<file path="config.mk">
export PLATFORM = sky130hd
export DESIGN_NAME = hpdmc_datactl_gen_flat
export DESIGN_NICKNAME = d
export VERILOG_FILES = /design/src/rtl/hpdmc_datactl_gen_if.sv /design/src/rtl/hpdmc_datactl_gen.sv /design/src/flat_wrapper.sv
export SDC_FILE = /design/constraint.sdc
export NUM_CORES = 1
export LEC_CHECK = 0
export ABC_AREA = 1
export CAP_MARGIN = 20
export CORE_ASPECT_RATIO = 0.75
export CORE_UTILIZATION = 45
export CTS_CLUSTER_DIAMETER = 60
export DETAILED_ROUTE_END_ITERATION = 8
export GPL_TIMING_DRIVEN = 0
export PLACE_DENSITY_LB_ADDON = 0.25
export SETUP_SLACK_MARGIN = 0.5
export SLEW_MARGIN = 20
export SYNTH_ARGS = -nofsm -noshare
export SYNTH_HDL_FRONTEND = slang
export SYNTH_SLANG_ARGS = --single-unit
</file>
<file path="constraint.sdc">
create_clock -name sys_clk -period 2.8 [get_ports sys_clk]
set_input_delay 0.56 -clock sys_clk [delete_from_list [all_inputs] [get_ports sys_clk]]
set_output_delay 0.56 -clock sys_clk [all_outputs]
set_load 0.02 [all_outputs]
</file>
<file path="src/rtl/hpdmc_datactl_gen_if.sv">
// Command/status bundle between the HPDMC command FSM and the data-path timing controller.
// The master side issues commands and timings; the slave side reports safety and DQ direction.
interface hpdmc_datactl_gen_if #(
    parameter int unsigned NBANKS = 4
);
    logic              read;
    logic              write;
    logic [NBANKS-1:0] concerned_bank;
    logic [2:0]        tim_cl;
    logic [1:0]        tim_wtr;
    logic [1:0]        tim_wr;
    logic              err_clr;

    logic              read_safe;
    logic              write_safe;
    logic [NBANKS-1:0] precharge_safe;
    logic              direction;
    logic              direction_r;
    logic              idle;
    logic              proto_err;

    modport master (
        output read, write, concerned_bank, tim_cl, tim_wtr, tim_wr, err_clr,
        input  read_safe, write_safe, precharge_safe, direction, direction_r, idle, proto_err
    );

    modport slave (
        input  read, write, concerned_bank, tim_cl, tim_wtr, tim_wr, err_clr,
        output read_safe, write_safe, precharge_safe, direction, direction_r, idle, proto_err
    );
endinterface

</file>
<file path="src/rtl/hpdmc_datactl_gen.sv">
// Data-path timing controller for the HPDMC scheduler: read/write turnaround, per-bank
// precharge hold-off, DQ direction window and sticky protocol-violation detection.
module hpdmc_datactl_gen #(
    parameter int unsigned NBANKS    = 4,
    parameter int unsigned BURST_CYC = 4
) (
    input  logic               sys_clk,
    input  logic               sdram_rst_n,
    hpdmc_datactl_gen_if.slave dc
);
    localparam int unsigned CW = $clog2(BURST_CYC + 9);
    typedef logic [CW-1:0] cnt_t;
    localparam cnt_t L_BURST = cnt_t'(BURST_CYC);
    localparam cnt_t L_DIR   = cnt_t'(BURST_CYC + 1);

    // Counts down toward zero; a load never shortens the hold-off still remaining.
    function automatic cnt_t reload(input cnt_t q, input logic load, input cnt_t l);
        cnt_t rem;
        rem = (q == '0) ? '0 : q - cnt_t'(1);
        return (load && (l > rem)) ? l : rem;
    endfunction

    cnt_t              rd_q, rd_d;
    cnt_t              wr_q, wr_d;
    cnt_t              dw_q, dw_d;
    cnt_t              pc_q [NBANKS];
    cnt_t              pc_d [NBANKS];
    cnt_t              rd_l, wr_l, pc_l;
    logic [NBANKS-1:0] pc_zero_d;
    logic              cmd, wr_only, err_set, err_d;

    logic              rd_safe_q, wr_safe_q;
    logic [NBANKS-1:0] pc_safe_q;
    logic              dir0_q, dir1_q, dir_q, dir_r_q;
    logic              err_q;

    always_comb begin
        cmd     = dc.read | dc.write;
        wr_only = dc.write & ~dc.read;

        // Read wins every load when both commands arrive together.
        rd_l = dc.read ? L_BURST : L_BURST + cnt_t'(1) + cnt_t'(dc.tim_wtr);
        wr_l = dc.read ? L_BURST + cnt_t'(1) + cnt_t'(dc.tim_cl) : L_BURST;
        pc_l = dc.read ? L_BURST : L_BURST + cnt_t'(2) + cnt_t'(dc.tim_wr);

        rd_d = reload(rd_q, cmd, rd_l);
        wr_d = reload(wr_q, cmd, wr_l);
        dw_d = reload(dw_q, wr_only, L_DIR);

        pc_zero_d = '0;
        for (int unsigned i = 0; i < NBANKS; i++) begin
            pc_d[i]      = reload(pc_q[i], cmd & dc.concerned_bank[i], pc_l);
            pc_zero_d[i] = (pc_d[i] == '0);
        end

        err_set = (dc.read & ~rd_safe_q) | (dc.write & ~wr_safe_q) | (dc.read & dc.write);
        err_d   = err_set | (err_q & ~dc.err_clr);
    end

    always_ff @(posedge sys_clk or negedge sdram_rst_n) begin
        if (!sdram_rst_n) begin
            rd_q      <= '0;
            wr_q      <= '0;
            dw_q      <= '0;
            for (int unsigned i = 0; i < NBANKS; i++) pc_q[i] <= '0;
            rd_safe_q <= 1'b1;
            wr_safe_q <= 1'b1;
            pc_safe_q <= '1;
            dir0_q    <= 1'b1;
            dir1_q    <= 1'b1;
            dir_q     <= 1'b1;
            dir_r_q   <= 1'b1;
            err_q     <= 1'b0;
        end else begin
            rd_q      <= rd_d;
            wr_q      <= wr_d;
            dw_q      <= dw_d;
            for (int unsigned i = 0; i < NBANKS; i++) pc_q[i] <= pc_d[i];
            rd_safe_q <= (rd_d == '0);
            wr_safe_q <= (wr_d == '0);
            pc_safe_q <= pc_zero_d;
            // Extra stage places the turnaround window two edges after the write.
            dir0_q    <= ~(dc.write | (dw_q != '0));
            dir1_q    <= dir0_q;
            dir_q     <= dir1_q;
            dir_r_q   <= dir_q;
            err_q     <= err_d;
        end
    end

    assign dc.read_safe      = rd_safe_q;
    assign dc.write_safe     = wr_safe_q;
    assign dc.precharge_safe = pc_safe_q;
    assign dc.direction      = dir_q;
    assign dc.direction_r    = dir_r_q;
    assign dc.proto_err      = err_q;
    assign dc.idle           = rd_safe_q & wr_safe_q & (&pc_safe_q) & dir_q;
endmodule

</file>
<file path="src/flat_wrapper.sv">
// flat-port wrapper written by rule: the top's interface ports become plain ports
module hpdmc_datactl_gen_flat 
#(
    parameter int unsigned NBANKS    = 4,
    parameter int unsigned BURST_CYC = 4
)
  (sys_clk, sdram_rst_n, dc_read, dc_write, dc_concerned_bank, dc_tim_cl, dc_tim_wtr, dc_tim_wr, dc_err_clr, dc_read_safe, dc_write_safe, dc_precharge_safe, dc_direction, dc_direction_r, dc_idle, dc_proto_err);
  hpdmc_datactl_gen_if #(.NBANKS(NBANKS)) dc_i ();
  input  logic sys_clk;
  input  logic sdram_rst_n;
  input wire logic [$bits(dc_i.read)-1:0] dc_read;
  input wire logic [$bits(dc_i.write)-1:0] dc_write;
  input wire logic [$bits(dc_i.concerned_bank)-1:0] dc_concerned_bank;
  input wire logic [$bits(dc_i.tim_cl)-1:0] dc_tim_cl;
  input wire logic [$bits(dc_i.tim_wtr)-1:0] dc_tim_wtr;
  input wire logic [$bits(dc_i.tim_wr)-1:0] dc_tim_wr;
  input wire logic [$bits(dc_i.err_clr)-1:0] dc_err_clr;
  output wire logic [$bits(dc_i.read_safe)-1:0] dc_read_safe;
  output wire logic [$bits(dc_i.write_safe)-1:0] dc_write_safe;
  output wire logic [$bits(dc_i.precharge_safe)-1:0] dc_precharge_safe;
  output wire logic [$bits(dc_i.direction)-1:0] dc_direction;
  output wire logic [$bits(dc_i.direction_r)-1:0] dc_direction_r;
  output wire logic [$bits(dc_i.idle)-1:0] dc_idle;
  output wire logic [$bits(dc_i.proto_err)-1:0] dc_proto_err;
  assign dc_i.read = dc_read;
  assign dc_i.write = dc_write;
  assign dc_i.concerned_bank = dc_concerned_bank;
  assign dc_i.tim_cl = dc_tim_cl;
  assign dc_i.tim_wtr = dc_tim_wtr;
  assign dc_i.tim_wr = dc_tim_wr;
  assign dc_i.err_clr = dc_err_clr;
  assign dc_read_safe = dc_i.read_safe;
  assign dc_write_safe = dc_i.write_safe;
  assign dc_precharge_safe = dc_i.precharge_safe;
  assign dc_direction = dc_i.direction;
  assign dc_direction_r = dc_i.direction_r;
  assign dc_idle = dc_i.idle;
  assign dc_proto_err = dc_i.proto_err;
  hpdmc_datactl_gen #(.NBANKS(NBANKS), .BURST_CYC(BURST_CYC)) u_core (.sys_clk(sys_clk), .sdram_rst_n(sdram_rst_n), .dc(dc_i));
endmodule
</file>
==> metrics.csv <==
metric;value;unit
outcome;completed;
hpwl;4.279;mm
synthTopCellsByArea;dfrtp_1, nand2_1, ha_1;
dr.first_iter.drc_count;123;
start_kind;flip-flop;
gp_congestion;0.7667;
arrival;1.67;ns
htreeDepth;2;
clockRootBuffer;clkbuf_8;
reg2reg_to;u_core.dc.precharge_safe[2]$_DFF_PN1_;
num_vias;2314;
reg2reg_depth;13;
grt_pass1_vias;2205;
postSynthCellCount;385;
timing_worst_setup_path_type;flip-flop to primary output;
grt_util_all_layers;19.10;%
antenna_found_initial;0;
power.density;1106;mW/mm2
slew_violations;0;
overflow;0;
tritoncts;built;
cts.clk_slew.worst_paths;0.08;ns
hold_ws;0.09109;ns
diodes;0;
grt_max_degree;35;
power;3.525;mW
timing.reg2reg.setup_slack;0.76;ns
via_per_inst;4.694;
fin_util;57.68;%
skew;0.006309;ns
routed_wl;5.272;mm
stdcell_count;493;
synth_cell_type_count;23;
cellLeakagePower;1.801;nW
grt_first_pass_wirelength;9.411;mm
layout_commonest_cell;nand2_1;
ys_ff_latch;39;
rows;23;
synth_top_area_share;27.05;%
worst_pin_slew;0.3910;ns
die_h;68.87;um
ys_warn_count;0;
die_area;0.006277;mm2
hold_viol;0;
portBuffers;24;
vdd_drop_max;0.3941;mV
design.portCount;26;
initial_core_util;48.55;%
clockBufferDepth;2;
clkSinkCount;39;
cts_buffers;5;
post-route-period-util;79.50;%
drive_above_1_share;11.96;%
period_needed;2.226;ns
r2r_start;u_core.pc_q[4]$_DFF_PN0_;
coreArea;0.005525;mm2
routedWlPerCell;10.69;um
finalSetupTns;0;ns
yosysTopAreaCell;dfrtp_1;
slew_headroom;73.70;%
ys_seq_area_share;36.85;%
final_nets;459;
setup_violations;0;
drc;0;
synth_fp_nets;427;
synth.avg_cell_area;6.968;um2
cp_max_fo;3;
syn-cell-area;0.002683;mm2
maxCapViolCount;0;
crit_required;2.24;ns
hold_path_class;primary input to async pin;
layout_common_cells;nand2_1, inv_1, nor2_1;
fp.dieW;91.16;um
fmax;0.4492;GHz
drtAntennaViolNets;0;
first_pass_iters;4;
nFillCells;532;
rsz0062_at_grt;false;
end_kind;primary output;
clk_latency;0.29;ns
synthToLayoutAreaGrowth;18.80;%
placedCellCount;485;
worst max path at each step:
stage,startpoint,end,depth (start not counted)
finish,u_core.dc.write_safe$_DFF_PN1_,dc_idle,3
CTS,dc_tim_cl[0],u_core.dc.write_safe$_DFF_PN1_,16
global placement,dc_tim_wr[1],u_core.dc.precharge_safe[1]$_DFF_PN1_,13
global route,dc_tim_wtr[0],u_core.dc.read_safe$_DFF_PN1_,14
detailed placement,dc_tim_cl[0],u_core.dc.write_safe$_DFF_PN1_,15
floorplan,dc_read,u_core.pc_q[2]$_DFF_PN0_,10
state kept, by name, indices dropped and copies added (netlist names):
| register | cells |
|---|---|
| u_core.wr_q | 4 |
| u_core.dw_q | 4 |
| u_core.dc.write_safe | 1 |
| u_core.dc.direction | 1 |
| u_core.rd_q | 4 |
| u_core.dc.proto_err | 1 |
| u_core.dir1_q | 1 |
| u_core.dc.direction_r | 1 |
| u_core.pc_q | 16 |
| u_core.dc.read_safe | 1 |
| u_core.dir0_q | 1 |
| u_core.dc.precharge_safe | 4 |
worst max-delay path, stage by stage, from the launching register on:
cell	delay [ns]
dfstp_2	0.57
nand4_1	0.10
nor2_1	0.09
clkdlybuf4s50_1	0.61
metal layers:
| metal | routed length [um] | track usage, % | part of all wire (%) | vias up |
|---|---|---|---|---|
| met3 | 149 | 3.728 | 2.8 | 5 |
| met1 | 2735 | 25.14 | 52 | 1040 |
| li1 | - | - | - | 1250 |
| met5 | 0 | 0 | 0 | - |
| met2 | 2357 | 32.67 | 45 | 19 |
| met4 | 30 | 5.556 | 0.57 | 0 |
per-stage QoR:
step | instance area [um2] | setup WS, ns
final | 3187 | 0.5740
after detailed placement | 3032 | 0.1248
after CTS | 3147 | 0.4931
after floorplan | 2683 | 0.7364
after global routing | 3187 | 0.4895
after global placement | 3017 | 0.1464
timing repair:
action	in CTS	in global routing
buffers inserted	0	0
hold buffers	0	0
endpoints found under the setup margin	4	18
pin swaps	0	4
gates resized for setup	2	17
synthesized netlist by cell type, drive strengths merged:
| master | n |
|---|---|
| nand4 | 7 |
| ha | 26 |
| and2 | 1 |
| o211ai | 1 |
| dfrtp | 29 |
| o221ai | 1 |
| o21a | 1 |
| a21oi | 8 |
| nor2 | 40 |
| nand3 | 26 |
| nand2 | 138 |
| inv | 77 |
| dfstp | 10 |
| a21boi | 8 |
| nor3 | 1 |
| or2 | 3 |
| buf | 1 |
| o31ai | 1 |
| o21ai | 6 |
area by class of cell:
type                    count  area, um2  area share, %
repair buffers             25      260.3          8.166
multi-input cells         268       1429          44.84
plain buffers               1      11.26         0.3534
flip-flops and latches     39      988.4          31.02
clock buffers               5      68.82          2.159
inverters                  77      291.5          9.148
well taps                  75      93.84          2.945
clock inverters             3      43.79          1.374
power by group:
group | switching, mW | internal, mW
Clock | 0.199 | 0.265
Combinational | 1.32 | 0.769
Sequential | 0.139 | 0.831
Total | 1.66 | 1.86
cell families after synthesis:
group | after synthesis | synth area share (%)
buf+inv | 78 | 11.19
flops | 39 | 36.85
compound gates | 26 | 6.017
simple gates | 216 | 33.82
fa+ha+maj | 26 | 12.13
Power figures use the tool's default switching activity.
